===== config.mk =====
export PLATFORM = sky130hd
export DESIGN_NAME = mux_scan_ctrl
export DESIGN_NICKNAME = d
export VERILOG_FILES = /design/src/rtl/mux_scan_pkg.sv /design/src/rtl/settle_timer.sv /design/src/rtl/mux_scan_ctrl.sv
export SDC_FILE = /design/constraint.sdc
export NUM_CORES = 1
export LEC_CHECK = 0
export ABC_AREA = 1
export BUFFER_PORTS_ARGS = -buffer_cell sky130_fd_sc_hd__buf_4
export CAP_MARGIN = 20
export CORE_ASPECT_RATIO = 0.5
export CORE_MARGIN = 8
export CORE_UTILIZATION = 45
export CTS_CLUSTER_SIZE = 8
export DETAILED_ROUTE_END_ITERATION = 12
export HOLD_SLACK_MARGIN = 0.08
export PLACE_DENSITY = 0.65
export SLEW_MARGIN = 20
export SYNTH_ARGS = -nofsm -noshare
export SYNTH_HDL_FRONTEND = slang
export SYNTH_SLANG_ARGS = --single-unit

===== constraint.sdc =====
create_clock -name clk -period 2.4 [get_ports clk]
set_input_delay 0.12 -clock clk [delete_from_list [all_inputs] [get_ports clk]]
set_output_delay 0.12 -clock clk [all_outputs]
set_load 0.01 [all_outputs]

===== src/rtl/mux_scan_pkg.sv =====
// Shared types and sizes for the 8:1 mux scan controller.
package mux_scan_pkg;
  localparam int NUM_CH = 8;
  localparam int SEL_W  = 3;
  localparam int SNAP_W = 8;

  typedef enum logic [1:0] {
    ST_IDLE   = 2'd0,
    ST_SETTLE = 2'd1,
    ST_SAMPLE = 2'd2
  } state_e;
endpackage


===== src/rtl/settle_timer.sv =====
// Counts settle cycles while enabled; expired flags the last settle cycle.
module settle_timer #(
  parameter int SETTLE_CYCLES = 2
) (
  input  logic clk,
  input  logic rst_n,
  input  logic clear,
  input  logic en,
  output logic expired
);
  localparam int CW = 8;

  logic [CW-1:0] cnt_q;

  always_ff @(posedge clk or negedge rst_n) begin
    if (!rst_n)     cnt_q <= '0;
    else if (clear) cnt_q <= '0;
    else if (en)    cnt_q <= cnt_q + 1'b1;
  end

  assign expired = (cnt_q == CW'(SETTLE_CYCLES - 1));
endmodule


===== src/rtl/mux_scan_ctrl.sv =====
// Scan sequencer for the 8:1 mux: walks select 0..7, samples muxout into a snapshot.
// Optional MUX_SCAN_CHANGE_EN adds a 'changed' pulse when a snapshot differs from the last one.
module mux_scan_ctrl
  import mux_scan_pkg::*;
#(
  parameter int SETTLE_CYCLES = 2
) (
  input  logic              clk,
  input  logic              rst_n,
  input  logic              start,
  input  logic              continuous,
  input  logic [SEL_W-1:0]  manual_sel,
  input  logic              muxout,
  output logic [SEL_W-1:0]  select,
  output logic              busy,
  output logic [SNAP_W-1:0] snapshot,
  output logic              snap_valid,
  output logic              changed
);
  if (SETTLE_CYCLES < 1 || SETTLE_CYCLES > 255) begin : g_bad_settle
    $error("mux_scan_ctrl: SETTLE_CYCLES must be in 1..255");
  end

  state_e              state_q;
  logic [SEL_W-1:0]    sel_q;
  logic                busy_q;
  logic [SNAP_W-2:0]   shadow_q;
  logic [SNAP_W-1:0]   snap_q;
  logic                vld_q;
  logic                tmr_expired;
  logic                last_sample;
  logic [SNAP_W-1:0]   snap_new;

  // Timer runs only in SETTLE and is held at zero otherwise, so every channel starts fresh.
  settle_timer #(.SETTLE_CYCLES(SETTLE_CYCLES)) u_timer (
    .clk     (clk),
    .rst_n   (rst_n),
    .clear   (state_q != ST_SETTLE),
    .en      (state_q == ST_SETTLE),
    .expired (tmr_expired)
  );

  assign last_sample = (state_q == ST_SAMPLE) && (sel_q == SEL_W'(NUM_CH - 1));
  assign snap_new    = {muxout, shadow_q};

  always_ff @(posedge clk or negedge rst_n) begin
    if (!rst_n) begin
      state_q  <= ST_IDLE;
      sel_q    <= '0;
      busy_q   <= 1'b0;
      shadow_q <= '0;
      snap_q   <= '0;
      vld_q    <= 1'b0;
    end else begin
      vld_q <= 1'b0;
      case (state_q)
        ST_IDLE: begin
          if (start) begin
            state_q <= ST_SETTLE;
            sel_q   <= '0;
            busy_q  <= 1'b1;
          end else begin
            sel_q <= manual_sel;
          end
        end
        ST_SETTLE: begin
          if (tmr_expired) state_q <= ST_SAMPLE;
        end
        ST_SAMPLE: begin
          if (!last_sample) begin
            shadow_q[sel_q] <= muxout;
            sel_q           <= sel_q + 1'b1;
            state_q         <= ST_SETTLE;
          end else begin
            // Channel 7 goes straight into the snapshot; no need to park it in the shadow.
            snap_q <= snap_new;
            vld_q  <= 1'b1;
            if (continuous) begin
              sel_q   <= '0;
              state_q <= ST_SETTLE;
            end else begin
              busy_q  <= 1'b0;
              state_q <= ST_IDLE;
            end
          end
        end
        default: state_q <= ST_IDLE;
      endcase
    end
  end

`ifdef MUX_SCAN_CHANGE_EN
  logic [SNAP_W-1:0] prev_q;
  logic              chg_q;

  always_ff @(posedge clk or negedge rst_n) begin
    if (!rst_n) begin
      prev_q <= '0;
      chg_q  <= 1'b0;
    end else begin
      chg_q <= 1'b0;
      if (last_sample) begin
        chg_q  <= (snap_new != prev_q);
        prev_q <= snap_new;
      end
    end
  end

  assign changed = chg_q;
`else
  assign changed = 1'b0;
`endif

  assign select     = sel_q;
  assign busy       = busy_q;
  assign snapshot   = snap_q;
  assign snap_valid = vld_q;
endmodule

==> flow_metrics.py <==
metrics = {
    "run_status": {
        "outcome": "finished, final reports clean",
    },
    "critical_path": {
        "worst-path-max-fanout": 14,
        "arrival_ps": 1850,
        "path_delay_family": "adder cells",
        "crit_type": "flip-flop to flip-flop",
        "start_kind": "flip-flop",
        "cp-end-kind": "flip-flop",
        "path_cells": "ha_1, ha_1, nor2_4, nand3_1, nand2_1, nand2_1",
        "slowest_stage": "dfrtp_1",
        "max_stage_delay_ps": 490,
        "path_buf_inv": 0,
        "worstPathRequired_ps": 2570,
    },
    "clocking": {
        "tritoncts": "done",
        "clk_path_buf_depth": 2,
        "cts_resized": 0,
        "postCtsHoldBufs": 2,
        "numCtsBuffers": 5,
        "h-tree-depth": 2,
        "clock-sinks": 30,
        "clk_latency_ps": 280,
        "root_buffer": "clkbuf_8",
        "cts.clk_slew.worst_paths_ps": 60,
        "post_cts_buffers": 0,
    },
    "floorplan": {
        "die_area_um2": 5410,
        "pin_count": 22,
        "row_count": 14,
        "die_h_um": 56.2,
        "core-area_um2": 3030,
        "die-width_um": 96.3,
        "start_util": 0.479,
    },
    "grt": {
        "antenna_found_initial": 0,
        "grt_max_degree": 31,
        "gr-total-overflow": 0,
        "grt_pass1_wl_um": 4720,
        "grt.total_usage": 0.112,
        "first_global_vias": 1052,
    },
    "yosys": {
        "yosysTopAreaCell": "dfrtp_1",
        "async_reset_ff_frac": 1.00,
        "synth_top_area_share": 0.517,
        "synth.area.top_cells": "dfrtp_1 (52%), nand2_1 (17%), nand3_1 (5.9%)",
        "synth_flop_cell": "dfrtp_1",
        "avgSynthCellArea_um2": 8.11,
        "yosys-top-cells-count": "nand2_1 (67), dfrtp_1 (30), nor2_1 (18), nand3_1 (17), inv_1 (12)",
        "synth-edff-count": 0,
        "synth_most_common_cell": "nand2_1",
        "syn_area_um2": 1450,
        "yosysUniqueCellTypes": 20,
        "postSynthCellCount": 179,
        "ys_seq_elements": 30,
        "synth_fp_nets": 191,
        "ys_seq_area_frac": 0.517,
        "yosysWarnings": 0,
    },
    "placement": {
        "port_buffers": 20,
        "place_congestion": 0.792,
        "hpwl_um": 1970,
        "pre_cts_ws_ps": 731,
    },
    "pwr": {
        "p_leak_nw": 0.877,
        "p_per_area_nw_per_um2": 1020,
        "peakVddDrop_mv": 0.511,
        "power.total_mw": 1.77,
    },
    "route": {
        "wire_per_inst_um": 11.1,
        "drt_wl_total_um": 2730,
        "vias_per_cell": 4.70,
        "firstDrtPassIters": 4,
        "dr.first_iter.drc_count": 44,
        "drc_errors": 0,
        "ant_nets": 0,
        "vias": 1152,
    },
    "timing": {
        "worst_slack_ps": 723,
        "finalSetupTns_ps": 0,
        "period_minus_slack_ps": 1680,
        "skew_ps": 8.26,
        "period_share": 0.699,
        "hold_violations": 0,
        "fmaxAchievable_mhz": 596,
        "setup_violations": 0,
        "grt_setup_unrepaired": "no",
        "report.final.slew_viol_count": 0,
    },
    "cells_and_area": {
        "layout-drive-gt1-share": 0.166,
        "syn_to_final_growth_pct": 19.5,
        "post-route-util": 0.572,
        "nNetsFinal": 216,
        "num_antenna_cells": 0,
    },
    "job": {
        "max_cap_violations": 0,
    },
    "hold_path": {
        "hold_class": "input port to flip-flop",
    },
}
## kinds of logic (layout without fill, tap and decap cells)
logic type | count (synthesis) | count (layout) | share of synthesized area
buf+inv | 19 | 45 | 0.0595
compound gates | 10 | 10 | 0.0353
other cells | 1 | 1 | 0.00258
flops | 30 | 30 | 0.517
fa+ha+maj | 4 | 4 | 0.0345
simple gates | 115 | 115 | 0.351
## area by class of cell
| class | count | area, um^2 |
|---|---|---|
| fill | 305 | 1300 |
| sequential | 30 | 751 |
| clock buffer | 7 | 86.3 |
| multi-input combinational | 130 | 614 |
| timing repair buffer | 22 | 170 |
| inverter | 15 | 57.6 |
| clock inverter | 1 | 5.00 |
| tap | 40 | 50.0 |
## stage by stage
stage	std cells	instance area, um^2	hold slack, ps
floorplan	179	1450	-176
global placement	235	1620	73.5
detailed placement	235	1620	69.1
CTS	245	1730	91.3
global route	245	1730	93.1
finish	245	1730	97.4
## final timing paths
| path | startpoint | end | slack, ps | depth (start not counted) |
|---|---|---|---|---|
| setup reg to reg | select[0] | shadow_q[1] | 720 | 6 |
| setup / recovery | select[0] | shadow_q[1] | 720 | 6 |
| max in group asynchronous | rst_n | snapshot[5] | 1830 | 2 |
| hold / removal | muxout | snapshot[7] | 100 | 3 |
| hold reg to reg | shadow_q[3] | shadow_q[3] | 470 | 2 |
| min in group asynchronous | rst_n | u_timer.cnt_q[0] | 290 | 2 |
## worst min-delay path: stages
cell and delay, ps:
buf_4 130, nand2_1 60, nand2_1 40
## registers in the layout, indices dropped and copies added (netlist names)
signal / count
snapshot: 8
u_timer.cnt_q: 8
shadow_q: 7
select: 3
state_q: 2
busy: 1
snap_valid: 1
## layout by cell type, fill, tap and decap left out, drive strengths merged, types with 2 or more instances in the layout
cell type,instances
inv,13
clkinv,3
nand2,69
ha,4
dlygate4sd3,2
o21ai,5
a21oi,4
nor2,21
nand3,17
buf,20
clkbuf,7
nand4,7
dfrtp,30
## report_power, final
group | leakage (nW) | internal [mW] | switching, mW | total (mW)
clock network | 0.0482 | 0.231 | 0.186 | 0.416
registers | 0.340 | 0.651 | 0.142 | 0.793
logic | 0.488 | 0.224 | 0.338 | 0.561
## metal layers
metal	vias up	routed length, um	global-route usage
met5	-	0	0
met4	0	25	0.0256
met3	4	191	0.0646
met2	16	1180	0.172
met1	515	1330	0.132
li1	617	-	-
Note: power is estimated with default switching activity, not from simulation.
